[src/rtl/led_frame_scheduler_pkg.sv]
// Shared constants for the LED frame scheduler.
//   LED_W          width of one LED word
//   SHIFT_LEN_DEF  default number of shift cycles the driver spends per frame
//   S_*            FSM state encodings (3 bits)
`timescale 1ns/1ps
package led_frame_scheduler_pkg;

    localparam int LED_W         = 16;
    localparam int SHIFT_LEN_DEF = 16;

    localparam logic [2:0] S_INIT  = 3'd0;
    localparam logic [2:0] S_IDLE  = 3'd1;
    localparam logic [2:0] S_LOAD  = 3'd2;
    localparam logic [2:0] S_SHIFT = 3'd3;
    localparam logic [2:0] S_GAP   = 3'd4;

    // Bits needed to hold values 0..n, never less than one.
    function automatic int cnt_bits(input int n);
        return (n < 1) ? 1 : $clog2(n + 1);
    endfunction

endpackage

[src/rtl/led_frame_scheduler_if.sv]
// Upstream word handshake between the user logic and the frame scheduler.
//   data_in     16  new LED word, bit15 shifted first
//   data_valid  1   data_in offered this cycle
//   data_ready  1   scheduler's one-entry buffer is empty
// master = word source, slave = scheduler.
`timescale 1ns/1ps
interface led_frame_scheduler_if;
    import led_frame_scheduler_pkg::*;

    logic [LED_W-1:0] data_in;
    logic             data_valid;
    logic             data_ready;

    modport master (output data_in, output data_valid, input  data_ready);
    modport slave  (input  data_in, input  data_valid, output data_ready);

endinterface

[src/rtl/led_frame_scheduler_refresh_timer.sv]
// Free-running refresh timer.
//   clk    in   system clock
//   rst_n  in   asynchronous active-low reset
//   tick   out  one-cycle pulse every PERIOD cycles; held low when PERIOD=0
// Down-counter reloading from PERIOD-1; the tick is the terminal count.
`timescale 1ns/1ps
module led_frame_scheduler_refresh_timer #(
    parameter int PERIOD = 1000000,
    parameter int CNT_W  = 20
) (
    input  logic clk,
    input  logic rst_n,
    output logic tick
);

    localparam logic [CNT_W-1:0] RELOAD = CNT_W'((PERIOD == 0) ? 0 : PERIOD - 1);
    localparam logic             ENABLE = (PERIOD != 0);

    logic [CNT_W-1:0] cnt;

    always_ff @(posedge clk or negedge rst_n) begin
        if (!rst_n) begin
            cnt <= RELOAD;
        end else if (cnt == '0) begin
            cnt <= RELOAD;
        end else begin
            cnt <= cnt - 1'b1;
        end
    end

    assign tick = ENABLE && (cnt == '0);

endmodule

[src/rtl/led_frame_scheduler.sv]
// LED frame scheduler: feeds the 16-LED serial shift driver.
//   clk         in   system clock
//   rst_n       in   asynchronous active-low reset
//   up          if   word handshake (slave side), one-entry buffer
//   HEXS        out  word presented to the driver, updated on IDLE->LOAD
//   load        out  one-cycle load pulse to the driver
//   busy        out  high in every state except IDLE
//   frame_done  out  one-cycle pulse when a frame's gap finishes
//   frame_cnt   out  frames sent including refreshes, wraps at 255
//
// state   | meaning
// S_INIT  | post-reset wait so an in-flight driver frame can finish
// S_IDLE  | waiting for a pending word or a due refresh
// S_LOAD  | load pulse high for this single cycle
// S_SHIFT | driver shifting, SHIFT_LEN cycles
// S_GAP   | idle gap after the frame, GAP_CYCLES cycles
`timescale 1ns/1ps
module led_frame_scheduler
    import led_frame_scheduler_pkg::*;
#(
    parameter int SHIFT_LEN      = SHIFT_LEN_DEF,
    parameter int GAP_CYCLES     = 2,
    parameter int REFRESH_PERIOD = 1000000,
    parameter int CNT_W          = 20
) (
    input  logic                 clk,
    input  logic                 rst_n,
    led_frame_scheduler_if.slave up,
    output logic [LED_W-1:0]     HEXS,
    output logic                 load,
    output logic                 busy,
    output logic                 frame_done,
    output logic [7:0]           frame_cnt
);

    localparam int PH_MAX = (SHIFT_LEN > GAP_CYCLES) ? SHIFT_LEN : GAP_CYCLES;
    localparam int PH_W   = cnt_bits(PH_MAX);

    // INIT counts SHIFT_LEN..0, i.e. SHIFT_LEN+1 cycles.
    localparam logic [PH_W-1:0] PH_INIT    = PH_W'(SHIFT_LEN);
    localparam logic [PH_W-1:0] SHIFT_LAST = PH_W'((SHIFT_LEN > 0) ? SHIFT_LEN - 1 : 0);
    localparam logic [PH_W-1:0] GAP_LAST   = PH_W'((GAP_CYCLES > 0) ? GAP_CYCLES - 1 : 0);
    localparam logic            HAS_GAP    = (GAP_CYCLES > 0);

    logic [2:0]       state, state_nx;
    logic [PH_W-1:0]  phase, phase_nx;
    logic             done_nx;
    logic             start_frame;
    logic             take_word;

    logic             pending;
    logic [LED_W-1:0] pend_data;
    logic             ready_q;
    logic             accept;
    logic             refresh_due;
    logic             tick;

    led_frame_scheduler_refresh_timer #(
        .PERIOD (REFRESH_PERIOD),
        .CNT_W  (CNT_W)
    ) u_refresh_timer (
        .clk   (clk),
        .rst_n (rst_n),
        .tick  (tick)
    );

    assign up.data_ready = ready_q;
    assign accept        = up.data_valid & ready_q;

    always_comb begin
        state_nx    = state;
        phase_nx    = phase;
        done_nx     = 1'b0;
        start_frame = 1'b0;
        take_word   = 1'b0;
        case (state)
            S_INIT: begin
                if (phase == '0) begin
                    state_nx = S_IDLE;
                end else begin
                    phase_nx = phase - 1'b1;
                end
            end
            S_IDLE: begin
                // A pending word takes priority and also satisfies a due refresh.
                if (pending) begin
                    state_nx    = S_LOAD;
                    start_frame = 1'b1;
                    take_word   = 1'b1;
                end else if (refresh_due) begin
                    state_nx    = S_LOAD;
                    start_frame = 1'b1;
                end
            end
            S_LOAD: begin
                state_nx = S_SHIFT;
                phase_nx = SHIFT_LAST;
            end
            S_SHIFT: begin
                if (phase == '0) begin
                    if (HAS_GAP) begin
                        state_nx = S_GAP;
                        phase_nx = GAP_LAST;
                    end else begin
                        state_nx = S_IDLE;
                        done_nx  = 1'b1;
                    end
                end else begin
                    phase_nx = phase - 1'b1;
                end
            end
            S_GAP: begin
                if (phase == '0) begin
                    state_nx = S_IDLE;
                    done_nx  = 1'b1;
                end else begin
                    phase_nx = phase - 1'b1;
                end
            end
            default: begin
                state_nx = S_INIT;
                phase_nx = PH_INIT;
            end
        endcase
    end

    always_ff @(posedge clk or negedge rst_n) begin
        if (!rst_n) begin
            state      <= S_INIT;
            phase      <= PH_INIT;
            load       <= 1'b0;
            busy       <= 1'b1;
            frame_done <= 1'b0;
            frame_cnt  <= 8'd0;
            HEXS       <= '0;
        end else begin
            state      <= state_nx;
            phase      <= phase_nx;
            load       <= start_frame;
            busy       <= (state_nx != S_IDLE);
            frame_done <= done_nx;
            if (start_frame) begin
                frame_cnt <= frame_cnt + 8'd1;
            end
            if (take_word) begin
                HEXS <= pend_data;
            end
        end
    end

    // ready drops on the accepting edge itself so a held data_valid cannot
    // overwrite the buffer; it rises one cycle after pending clears.
    always_ff @(posedge clk or negedge rst_n) begin
        if (!rst_n) begin
            pending   <= 1'b0;
            pend_data <= '0;
            ready_q   <= 1'b1;
        end else begin
            if (accept) begin
                pending   <= 1'b1;
                pend_data <= up.data_in;
            end else if (take_word) begin
                pending <= 1'b0;
            end
            ready_q <= accept ? 1'b0 : ~pending;
        end
    end

    // A wrap arriving on the LOAD entry edge keeps the flag set: it belongs
    // to the next period.
    always_ff @(posedge clk or negedge rst_n) begin
        if (!rst_n) begin
            refresh_due <= 1'b0;
        end else if (tick) begin
            refresh_due <= 1'b1;
        end else if (start_frame) begin
            refresh_due <= 1'b0;
        end
    end

endmodule

[src/flat_wrapper.sv]
// flat-port wrapper written by rule: the top's interface ports become plain ports
module led_frame_scheduler_flat import led_frame_scheduler_pkg::*;
#(
    parameter int SHIFT_LEN      = SHIFT_LEN_DEF,
    parameter int GAP_CYCLES     = 2,
    parameter int REFRESH_PERIOD = 1000000,
    parameter int CNT_W          = 20
)
  (clk, rst_n, HEXS, load, busy, frame_done, frame_cnt, up_data_in, up_data_valid, up_data_ready);
  led_frame_scheduler_if up_i ();
  input  logic clk;
  input  logic rst_n;
  output logic [LED_W-1:0] HEXS;
  output logic load;
  output logic busy;
  output logic frame_done;
  output logic [7:0] frame_cnt;
  input wire logic [$bits(up_i.data_in)-1:0] up_data_in;
  input wire logic [$bits(up_i.data_valid)-1:0] up_data_valid;
  output wire logic [$bits(up_i.data_ready)-1:0] up_data_ready;
  assign up_i.data_in = up_data_in;
  assign up_i.data_valid = up_data_valid;
  assign up_data_ready = up_i.data_ready;
  led_frame_scheduler #(.SHIFT_LEN(SHIFT_LEN), .GAP_CYCLES(GAP_CYCLES), .REFRESH_PERIOD(REFRESH_PERIOD), .CNT_W(CNT_W)) u_core (.clk(clk), .rst_n(rst_n), .up(up_i), .HEXS(HEXS), .load(load), .busy(busy), .frame_done(frame_done), .frame_cnt(frame_cnt));
endmodule
[config.mk]
export PLATFORM = sky130hd
export DESIGN_NAME = led_frame_scheduler_flat
export DESIGN_NICKNAME = d
export VERILOG_FILES = /design/src/rtl/led_frame_scheduler_pkg.sv /design/src/rtl/led_frame_scheduler_if.sv /design/src/rtl/led_frame_scheduler_refresh_timer.sv /design/src/rtl/led_frame_scheduler.sv /design/src/flat_wrapper.sv
export SDC_FILE = /design/constraint.sdc
export NUM_CORES = 1
export LEC_CHECK = 0
export BUFFER_PORTS_ARGS = -buffer_cell sky130_fd_sc_hd__buf_2
export CELL_PAD_IN_SITES_DETAIL_PLACEMENT = 0
export CELL_PAD_IN_SITES_GLOBAL_PLACEMENT = 1
export CORE_MARGIN = 2
export CORE_UTILIZATION = 41
export DETAILED_ROUTE_END_ITERATION = 10
export HOLD_SLACK_MARGIN = 0.02
export PLACE_DENSITY = 0.8
export SETUP_SLACK_MARGIN = 0.2
export SYNTH_ARGS = -nofsm -noshare
export SYNTH_HDL_FRONTEND = slang
export SYNTH_HIERARCHICAL = 1
export SYNTH_SLANG_ARGS = --single-unit
[constraint.sdc]
create_clock -name clk -period 1.85 [get_ports clk]
set_input_delay 0 -clock clk [delete_from_list [all_inputs] [get_ports clk]]
set_output_delay 0 -clock clk [all_outputs]
set_load 0.01 [all_outputs]
* After elaboration in Yosys (flattened, before gate mapping) *
Cells that the tools add are included.

operators by class
  add/subtract/negate cells = 3
  multiply operators = 0
  div/mod/pow operators = 0
  order comparisons = 0
  equal/unequal tests = 6
  shift operators = 0
  mux-type cells = 21
  bitwise operators = 3
  reduce and logical (&&, ||, !) cells = 7

operator list
  kind                                                count
  logical NOT 20 bit                                  1
  2-to-1 mux 20 bit                                   1
  one-hot mux 5 bit (4 select lines)                  1
  subtractor 20 x 1 -> 20 bit, second input constant  1
  2-to-1 mux 1 bit                                    12
  2-to-1 mux 3 bit                                    4
  one-hot mux 3 bit (4 select lines)                  1
  2-to-1 mux 5 bit                                    2
  adder 8 x 1 -> 8 bit, second input constant         1
  == test 3 x 2 -> 1 bit, second input constant       2
  logical NOT 5 bit                                   1
  subtractor 5 x 1 -> 5 bit, second input constant    1
  nonzero test 2 bit                                  2
  == test 3 x 1 -> 1 bit, second input constant       1
  == test 3 bit, second input constant                1
  logical NOT 3 bit                                   1
  != test 3 x 1 -> 1 bit, second input constant       1
  != test 2 bit, second input constant                1
  inverter 1 bit                                      2
  AND reduction 2 bit                                 1
  OR reduction 2 bit                                  1
  AND 1 bit                                           1

storage, ports and cells
  register bits = 74
  latch bits = 0
  memory bits (writable) = 0
  memory bits (read-only) = 0
  input port bits = 19
  output and inout bits = 28
  memories kept = 0

* Logic depth before layout (Yosys ltp) *
Gate-level depths: netlist (run 1).

  word-level depth = 5
  mapped depth = 6
  gate-level depth less buffers = 6

* Cells and area by module *
The synthesis (run 1) kept the hierarchy.

modules (own cells, without submodules)
  module                             instances  cells an instance  area an instance (um2)  seq. area each (um2)
  led_frame_scheduler                1          174                2279.7                  1355.0
  led_frame_scheduler_refresh_timer  1          104                1034.7                  515.5

* Worst setup path after synthesis (run 1) *
OpenSTA, ideal clock, no wires.

  path kind = reg-to-reg
  start = register u_core.u_refresh_timer.cnt[2]
  end = register u_core.u_refresh_timer.cnt[15]
  library setup time = 0.076 ns
  arrival time = 1.778 ns
  slack = -0.004 ns
  cell stages (with the launch flop) = 6
  period minus slack after synthesis = 1.854 ns
  cells stage by stage = dfstp_2 or4_1 buf_2 or3_1 or3_1 a21oi_2

on the way
  longest elaborated chain between the ends = 2
  elaborated cells between the ends (all ways) = 3
  classes of those cells = add/sub (1); mux (1); reduce/logical (1)

RTL lines
  what                                                               line                                                                              RTL
  start, declared                                                    led_frame_scheduler_refresh_timer.sv:19                                           logic [CNT_W-1:0] cnt;
  start signal, assigned                                             led_frame_scheduler_refresh_timer.sv:27                                           cnt <= cnt - 1'b1;
  subtractor 20 x 1 -> 20 bit or logical NOT 20 bit (tied branches)  led_frame_scheduler_refresh_timer.sv:27, led_frame_scheduler_refresh_timer.sv:24
  2-to-1 mux 20 bit (*)                                              led_frame_scheduler_refresh_timer.sv:24                                           end else if (cnt == '0) begin

Every way passes the cells marked *; elsewhere a longest branch is shown, timed or not.
A chain may end at the register's enable or synchronous reset.

* Worst setup path after layout (run 1) *
  start = register u_core.u_refresh_timer.cnt[1]
  end = register u_core.u_refresh_timer.cnt[15]

Same word-level chain as after synthesis.

==> results of run 1 <==
[power by group]
part	leakage, uW	total, uW	internal [uW]	switching (uW)
sequential	0.000879	2470	2150	315
clock	0.000103	1350	649	700
combinational	0.00104	1930	1030	899
[through the flow]
stage          std cells  setup TNS [ns]
3_3_place_gp         443               0
6_report             484               0
5_1_grt              484               0
3_5_place_dp         443         -0.0113
4_1_cts              484               0
2_1_floorplan        278       -0.000992
[repair_timing]
action / in CTS / in global routing
buffers inserted: 7 / 0
gates resized for setup: 16 / 22
endpoints found under the hold margin: 79 / 0
setup endpoints to repair: 25 / 31
hold buffers: 18 / 0
pin swaps: 4 / 4
[sequential cells by signal, summed over array words and instances, names as in the netlist]
name / flops
u_core/pend_data: 16
u_core/busy: 1
u_core/load: 1
u_core/refresh_due: 1
u_core/pending: 1
u_core/u_refresh_timer/cnt: 20
u_core/phase: 5
u_core/up.data_ready: 1
u_core/frame_cnt: 8
u_core/state: 3
u_core/HEXS: 16
u_core/frame_done: 1
[area by class of cell]
| class | instances | area [um2] |
|---|---|---|
| multi-input cells | 181 | 1510 |
| well taps | 102 | 128 |
| clock inverters | 7 | 83.8 |
| inverters | 11 | 48.8 |
| clock buffers | 9 | 124 |
| fillers | 649 | 3280 |
| repair buffers | 100 | 717 |
| flip-flops and latches | 74 | 1870 |
[cells in the final DEF, fill, tap and decap left out, drive strengths merged, types with 2 or more instances in the layout]
cell / synthesis / routed
a21oi: 6 / 6
a31oi: 2 / 2
and3: 6 / 6
buf: 8 / 82
clkbuf: 4 / 9
dfrtp: 59 / 59
dfstp: 15 / 15
dlygate4sd3: 0 / 18
ha: 4 / 4
inv: 10 / 15
mux2: 33 / 33
nand2: 14 / 14
nand3: 11 / 11
nand4: 3 / 3
nor2: 15 / 15
nor2b: 2 / 2
nor3: 8 / 8
nor3b: 4 / 4
nor4: 11 / 11
nor4b: 4 / 4
o211ai: 4 / 4
o21ai: 10 / 10
o31ai: 3 / 3
or3: 3 / 3
or3b: 2 / 2
or4: 5 / 5
xnor2: 9 / 9
xor2: 10 / 10
[layer usage]
| metal | global-route usage | up-vias | wire, um |
|---|---|---|---|
| li1 | - | 1201 | - |
| met1 | 0.234 | 1264 | 3190 |
| met2 | 0.299 | 51 | 3810 |
| met3 | 0.0570 | 10 | 275 |
| met4 | 0.0616 | 0 | 83 |
| met5 | 0 | - | 0 |
[logic make-up after synthesis]
logic type	after synthesis	synth area share
buffers and inverters	23	0.0336
adders and majority gates	5	0.0181
DFF	74	0.564
muxes	33	0.112
and+or+nand+nor	92	0.160
AOI/OAI and AO/OA	32	0.0615
xor gates and xnor gates	19	0.0502
[worst max-delay path by stage]
stage                                       startpoint                                       end  slack [ns]  depth (start not counted)
2_1_floorplan  u_core/u_refresh_timer/cnt[2]$_DFF_PN1_  u_core/u_refresh_timer/cnt[15]$_DFF_PN0_      -0.001                          5
3_3_place_gp   u_core/u_refresh_timer/cnt[4]$_DFF_PN1_  u_core/u_refresh_timer/cnt[10]$_DFF_PN0_        0.03                          5
3_5_place_dp   u_core/u_refresh_timer/cnt[4]$_DFF_PN1_  u_core/u_refresh_timer/cnt[10]$_DFF_PN0_       -0.01                          5
4_1_cts        u_core/u_refresh_timer/cnt[1]$_DFF_PN1_  u_core/u_refresh_timer/cnt[15]$_DFF_PN0_        0.08                          4
5_1_grt        u_core/u_refresh_timer/cnt[1]$_DFF_PN1_  u_core/u_refresh_timer/cnt[15]$_DFF_PN0_       0.001                          4
6_report       u_core/u_refresh_timer/cnt[1]$_DFF_PN1_  u_core/u_refresh_timer/cnt[15]$_DFF_PN0_        0.05                          4
[critical path: stages, from the launching register on]
cell,delay [ns]
dfstp_2,0.39
or4_4,0.54
or3_1,0.34
or3_1,0.34
a21oi_2,0.14
==> impl_results.md, run 1 <==
- Outcome: finished clean
- Post-Layout Inst Area: 4480 um2
- Max Freq: 554 MHz
- Die area: 8820 um2
- Grt ovf: 0
- # rows: 32
- Synth area leader: dfrtp_1
- Clock Pin Slew Worst Setup and Hold Paths: 0.09 ns
- Primary FF master, synth: dfrtp_1
- Worst Skew: 0.00610 ns
- Final hold vios: 0
- Yosys top cell area share: 0.445
- Synth top cells by count: dfrtp_1 (59), mux2_2 (33), dfstp_2 (15), nor2_1 (15), nand2_1 (14)
- Root buffer cell: clkbuf_8
- Count leader, synth: dfrtp_1
- Die Wd: 93.9 um
- Async S/R FF share, synth: 1.00
- Critical Path RT: 2.14 ns
- GRT Overall Usage: 0.184
- DRT Pass-1 Iters: 5
- Period Utilization, post-route: 0.976
- Power Density: 1280 nW/um2
- Starting density of the core: 0.427
- Placed Area: 3880 um2
- Post-DR vias/cell: 5.22
- Total CTS buffers: 9
- WL per Instance: 15.2 um
- Dpl ws: -0.0113 ns
- Via count: 2526
- Initial antenna violation count: 0
- Yosys cell types: 46
- Slew @ Worst Pin: 0.433 ns
- FF+latch count, synth: 74
- Vias in the first global route: 2682
- Post-detailed-route count of antenna-violating nets: 0
- DRC: 0
- Reg2reg path depth: 4
- Final worst slack: 0.0452 ns
- Reg-to-reg setup timing slack: 0.05 ns
- CP startpoint kind: register
- First-pass GRT wire length: 12.6 mm
- Core area: 7770 um2
- Main area contributors after synthesis: dfrtp_1 (45%), dfstp_2 (12%), mux2_2 (11%)
- Count of warnings emitted by yosys: 6
- Maximum fanout along the worst path: 3
- Critical Path Sink Type: register
- Utilization after layout: 0.577
- CTS tree: done
- Rel. slew slack: 0.710
- Worst Path Arrival: 2.10 ns
- Final RePlAce weighted congestion: 0.839
- Initial DRC count: 87
- Reg-to-Reg Start: u_core/u_refresh_timer/cnt[1]$_DFF_PN1_
- Number of flops mapped to enable cells by yosys: 0
- Final setup fails: 0
- Layout Nets: 400
- Worst skew pair latency: 0.36 ns
- Maximum VDD drop: 0.690 mV
- Register area share after synthesis: 0.564
- Area grow syn2layout: 35.3%
- Leakage: 0.00202 uW
- Min cycle time layout: 1.80 ns
- Largest net degree at the start of global routing: 41
- Hold Path Class: input port to asynchronous set/reset pin
- Post-Synthesis Net Count: 301
- CTS Sinks: 74
- Power, Total: 5740 uW
- Syn avg cell area: 11.9 um2
- Antenna diodes: 0
- Clock tree buffer depth: 2
- Gate Count Post-Synth: 278
- Worst Setup Path Type: register to register
- Die H: 93.9 um
- Mapped Area: 3310 um2
- RR Endpoint: u_core/u_refresh_timer/cnt[15]$_DFF_PN0_
- I/O pins: 47
- H-tree levels: 3
- Detailed placement HPWL: 4.58 mm
- Max-slew violations: 0
- Total Wirelength: 7.36 mm
- Fin Hold WS: 0.0886 ns
- RSZ-0062 raised after global routing: true
- Ratio of cells with drive above 1 in the final layout: 0.476
- Maxcap violations: 0
- PortBufs: 46
Note: power is estimated with default switching activity, not from simulation.
==> run 2, diff against run 1 <==
==> constraint.sdc (replaced) <==
create_clock -name clk -period 1.85 [get_ports clk]
set_input_delay 0.2775 -clock clk [delete_from_list [all_inputs] [get_ports clk]]
set_output_delay 0.2775 -clock clk [all_outputs]
set_load 0.01 [all_outputs]
==> impl_results.md, run 2 (synthesis results as in run 1) <==
- Initial DRC count: 128
- Clock Pin Slew Worst Setup and Hold Paths: 0.09 ns
- Multi-input gate area: 1520 um2
- Slew @ Worst Pin: 0.501 ns
- Cell Chain, Critical Path: or4_4 > or3_4 > or3_4 > a21oi_2
- Clock tree buffer depth: 2
- PortBufs: 46
- Buf/Inv on CP: 0
- Period Utilization, post-route: 0.951
- Grt ovf: 0
- I/O pins: 47
- Outcome: finished clean
- Biggest cell delay along the critical path: 0.53 ns
- GRT Overall Usage: 0.164
- Root buffer cell: clkbuf_8
- Max Freq: 568 MHz
- Final worst slack: 0.0899 ns
- Utilization after layout: 0.559
- Power Density: 1300 nW/um2
- Hold Path Class: input port to register
- Top cell by count, worst path: or3_4
- Die area: 8820 um2
- CP delay by family, top: simple AND/OR/NAND/NOR gates
- Rel. slew slack: 0.661
- Initial antenna violation count: 0
- DRT Pass-1 Iters: 4
- Ratio of cells with drive above 1 in the final layout: 0.495
- Final hold vios: 0
- Worst Skew: 0.00854 ns
- DRC: 0
- Biggest regs: u_core/u_refresh_timer/cnt: 20 flops, u_core/HEXS: 16 flops, u_core/pend_data: 16 flops
- Fill count: 687
- Total Wirelength: 6.89 mm
- RSZ-0062 raised after global routing: true
- WL per Instance: 14.7 um
- Via count: 2425
- Largest net degree at the start of global routing: 75
- Antenna diodes: 0
- Post-DR vias/cell: 5.18
- Maximum fanout along the worst path: 2
- Core area: 7770 um2
- Commonest non-fill, non-tap cell in the layout: dfrtp_1
- Worst skew pair latency: 0.35 ns
- Total CTS buffers: 9
- Layout Nets: 384
- Biggest register: u_core/u_refresh_timer/cnt
- Register Area: 1870 um2
- Detailed placement HPWL: 4.37 mm
- Max-slew violations: 0
- Critical Path Sink Type: register
- Max FFs per register: 20
- Maximum VDD drop: 0.786 mV
- Worst Setup Path Type: register to register
- Min cycle time layout: 1.76 ns
- Commonest non-fill, non-tap cells in the layout: dfrtp_1 (59), buf_2 (46), mux2_2 (33)
- Post-detailed-route count of antenna-violating nets: 0
- # rows: 32
- CTS Sinks: 74
- Maxcap violations: 0
- Worst Path Arrival: 2.05 ns
- Critical Path RT: 2.14 ns
- Area grow syn2layout: 31.0%
- Final setup fails: 0
- CTS tree: done
- Sum Neg Setup Slack: 0 ns
- Leakage: 0.00197 uW
- H-tree levels: 3
- CP startpoint kind: register
- Die H: 93.9 um
- Die Wd: 93.9 um
- Vias in the first global route: 2326
- Dpl ws: -0.00389 ns
- Crit path max-delay cell type: or4_4
- Starting density of the core: 0.427
- Final RePlAce weighted congestion: 0.868
- First-pass GRT wire length: 11.2 mm
-- run 2: cell count changes in the layout (fill, tap and decap cells not counted), sizes merged --
cell,previous run,this run
buf,82,83
clkinvlp,1,2
dlygate4sd3,18,1
inv,15,14
-- run 2: final timing paths --
path | start | endpoint | slack [ns] | cells after the start
max | u_core/u_refresh_timer/cnt[1]$_DFF_PN1_ | u_core/u_refresh_timer/cnt[15]$_DFF_PN0_ | 0.09 | 4
min | up_data_valid | u_core/up.data_ready$_DFF_PN1_ | 0.06 | 2
max reg2reg | u_core/u_refresh_timer/cnt[1]$_DFF_PN1_ | u_core/u_refresh_timer/cnt[15]$_DFF_PN0_ | 0.09 | 4
min reg2reg | u_core/pending$_DFFE_PN0P_ | u_core/up.data_ready$_DFF_PN1_ | 0.45 | 1
max in group asynchronous | rst_n | u_core/u_refresh_timer/cnt[16]$_DFF_PN1_ | 1.02 | 3
min in group asynchronous | rst_n | u_core/frame_cnt[5]$_DFFE_PN0P_ | 0.46 | 3
-- run 2: through the flow --
stage / power, uW / std cells / hold slack (ns) / area (um2)
2_1_floorplan: 3610 / 278 / -0.0181 / 3360
3_3_place_gp: 4160 / 441 / 0.340 / 3860
3_5_place_dp: 4220 / 441 / 0.337 / 3860
4_1_cts: 5620 / 463 / 0.0541 / 4190
5_1_grt: 6010 / 468 / 0.0557 / 4340
6_report: 5640 / 468 / 0.0624 / 4340
-- run 2: layer usage --
metal / part of all wire / global-route usage / vias to the layer above
met3: 0.044 / 0.0409 / 11
met1: 0.47 / 0.229 / 1202
met2: 0.47 / 0.242 / 43
met5: 0 / 0 / -
li1: - / - / 1169
met4: 0.020 / 0.0761 / 0
-- run 2: where the power goes --
| group | internal (uW) | leakage [uW] | switching, uW |
|---|---|---|---|
| clock network | 646 | 0.0000988 | 677 |
| registers | 2150 | 0.000879 | 310 |
| logic | 986 | 0.000992 | 873 |
| total | 3780 | 0.00197 | 1860 |
-- run 2: cell type report --
type | instances | area share
sequential | 74 | 0.431
multi-input combinational | 181 | 0.349
timing repair buffer | 84 | 0.131
tap | 102 | 0.0294
clock buffer | 9 | 0.0285
clock inverter | 7 | 0.0190
inverter | 11 | 0.0112
-- run 2: timing repair --
action                                 4_1_cts  5_1_grt
pin swaps                                    0       15
buffers inserted                             5        5
endpoints found under the hold margin       59        0
hold buffers                                 1        0
resized for setup                           17       23
setup endpoints to repair                   25       29
==> run 3, diff against run 2 <==
- ABC_AREA: unset -> 1
- CTS_BUF_LIST: unset -> sky130_fd_sc_hd__clkbuf_4
- PLACE_DENSITY: 0.8 -> 0.83
==> impl_results.md, run 3 <==
- CTS tree: done
- Clock tree buffer depth: 2
- Yosys top cell area share: 0.422
- Rel. slew slack: 0.594
- Final non-filler cell total: 559
- Synth area leader: dfrtp_1
- Hold endpoint: u_core/pend_data[10]$_DFFE_PN0P_
- Starting density of the core: 0.424
- Max FFs per register: 20
- Fill count: 814
- GRT Overall Usage: 0.162
- Min cycle time layout: 1.56 ns
- Reg-to-reg setup timing slack: 0.29 ns
- Mapped Area: 3500 um2
- Post-detailed-route count of antenna-violating nets: 0
- Number of flops mapped to enable cells by yosys: 0
- Biggest regs: u_core/u_refresh_timer/cnt: 20 flops, u_core/HEXS: 16 flops, u_core/pend_data: 16 flops
- Critical Path RT: 2.16 ns
- Commonest non-fill, non-tap cell in the layout: nand2_1
- Register Area: 1870 um2
- Count of warnings emitted by yosys: 6
- H-tree levels: 3
- Max-slew violations: 0
- Largest net degree at the start of global routing: 45
- Hold Path Class: input port to register
- Gate Count Post-Synth: 387
- Root buffer cell: clkbuf_4
- CP startpoint kind: register
- Register area share after synthesis: 0.534
- Critical Path Sink Type: register
- PortBufs: 46
- RSZ-0062 raised after global routing: true
- Slew @ Worst Pin: 0.607 ns
- Period Utilization, post-route: 0.845
- Dpl ws: 0.260 ns
- Total CTS buffers: 9
- CP delay by family, top: simple AND/OR/NAND/NOR gates
- Max Freq: 640 MHz
- Clock Pin Slew Worst Setup and Hold Paths: 0.13 ns
- Die Wd: 96.4 um
- Initial DRC count: 98
- Final worst slack: 0.287 ns
- Sum Neg Setup Slack: 0 ns
- Final RePlAce weighted congestion: 0.787
- RR Endpoint: u_core/u_refresh_timer/cnt[12]$_DFF_PN0_
- Dpl cells: 537
- # rows: 33
- Maximum fanout along the worst path: 10
- Final hold vios: 0
- Reg2reg path depth: 7
- DRC: 0
- Total Wirelength: 6.93 mm
- Buf/Inv on CP: 1
- Area grow syn2layout: 15.4%
- Yosys cell types: 29
- Hold_sp: up_data_in[10]
- DRT Pass-1 Iters: 6
- First-pass GRT wire length: 11.7 mm
- Maxcap violations: 0
- Die H: 96.4 um
- Utilization after layout: 0.489
- Power Density: 1280 nW/um2
- I/O pins: 47
- Maximum VDD drop: 0.453 mV
- Die area: 9290 um2
- Post-DR vias/cell: 4.75
- Crit path max-delay cell type: dfstp_2
- Worst skew pair latency: 0.41 ns
- Worst Hold Depth: 2
- Reg-to-Reg Start: u_core/u_refresh_timer/cnt[0]$_DFF_PN1_
- Synth top cells by count: nand2_1 (119), dfrtp_1 (59), nand3_1 (36)
- Syn avg cell area: 9.05 um2
- Detailed placement HPWL: 4.86 mm
- FF+latch count, synth: 74
- Layout Nets: 472
- Commonest non-fill, non-tap cells in the layout: nand2_1 (119), dfrtp_1 (59), buf_2 (46)
- Main area contributors after synthesis: dfrtp_1 (42%), nand2_1 (13%), dfstp_2 (11%)
- Via count: 2655
- WL per Instance: 12.4 um
- Async S/R FF share, synth: 1.00
- Critical Path Start: u_core/u_refresh_timer/cnt[0]$_DFF_PN1_
- Leakage: 0.00210 uW
- Count leader, synth: nand2_1
- Biggest cell delay along the critical path: 0.39 ns
- Primary FF master, synth: dfrtp_1
- Final setup fails: 0
- Post-Synthesis Net Count: 410
- Outcome: finished clean
- Worst Setup Path Type: register to register
- Cell Chain, Critical Path: inv_1 > ha_2 > nand2_2 > nor2_4 > nand2_1 > nor3_1 > nor2_1
- CTS Sinks: 74
- Biggest register: u_core/u_refresh_timer/cnt
- Power, Total: 5180 uW
- Vias in the first global route: 2635
- Antenna diodes: 0
- Multi-input gate area: 1450 um2
- Worst Skew: 0.0268 ns
- Core area: 8260 um2
- Grt ovf: 0
- Ratio of cells with drive above 1 in the final layout: 0.282
- Initial antenna violation count: 0
- Worst Path Arrival: 1.88 ns
## run 3: kinds of logic after synthesis
| group | Yosys count | share of synthesized area |
|---|---|---|
| adder cells (fa/ha/maj) | 4 | 0.0143 |
| buffers and inverters | 44 | 0.0533 |
| AND/OR/NAND/NOR | 224 | 0.300 |
| XOR/XNOR | 10 | 0.0250 |
| multiplexers | 13 | 0.0418 |
| flip-flops | 74 | 0.534 |
| AO/OA/AOI/OAI | 18 | 0.0311 |
## run 3: worst max-delay path by stage
| stage | endpoint | slack (ns) | cells after the start |
|---|---|---|---|
| 2_1_floorplan | u_core/u_refresh_timer/cnt[12]$_DFF_PN0_ | 0.44 | 7 |
| 3_3_place_gp | u_core/refresh_due$_DFFE_PN0P_ | 0.29 | 7 |
| 3_5_place_dp | u_core/refresh_due$_DFFE_PN0P_ | 0.26 | 7 |
| 4_1_cts | u_core/refresh_due$_DFFE_PN0P_ | 0.22 | 7 |
| 5_1_grt | u_core/u_refresh_timer/cnt[12]$_DFF_PN0_ | 0.15 | 7 |
| 6_report | u_core/u_refresh_timer/cnt[12]$_DFF_PN0_ | 0.29 | 7 |
## run 3: power by group
group / internal, uW / leakage (uW) / switching (uW)
sequential: 2170 / 0.000892 / 308
clock: 283 / 0.0000636 / 556
combinational: 749 / 0.00114 / 1110
## run 3: area by class of cell
cell class	count	share of cell area
flip-flops and latches	74	0.463
multi-input cells	269	0.358
repair buffers	56	0.0830
inverters	39	0.0362
well taps	105	0.0325
clock buffers	10	0.0186
clock inverters	6	0.00867
## run 3: what timing repair did
action / CTS / global route
resized for setup: 0 / 1
endpoints found under the hold margin: 60 / 0
hold buffers: 2 / 0
endpoints found under the setup margin: 0 / 6
setup buffers: 0 / 4
## run 3: through the flow
stage	hold slack, ns	cell area (um2)
after floorplan	-0.0181	3500
after global placement	0.103	3860
after detailed placement	0.105	3860
after CTS	0.0760	4000
after global routing	0.0686	4040
final	0.101	4040
## run 3: routing by layer
metal,share of wire,up-vias,global-route usage
met1,0.50,1240,0.215
met2,0.44,57,0.263
met5,0,-,0
met4,0.013,0,0.0669
li1,-,1350,-
met3,0.047,8,0.0287
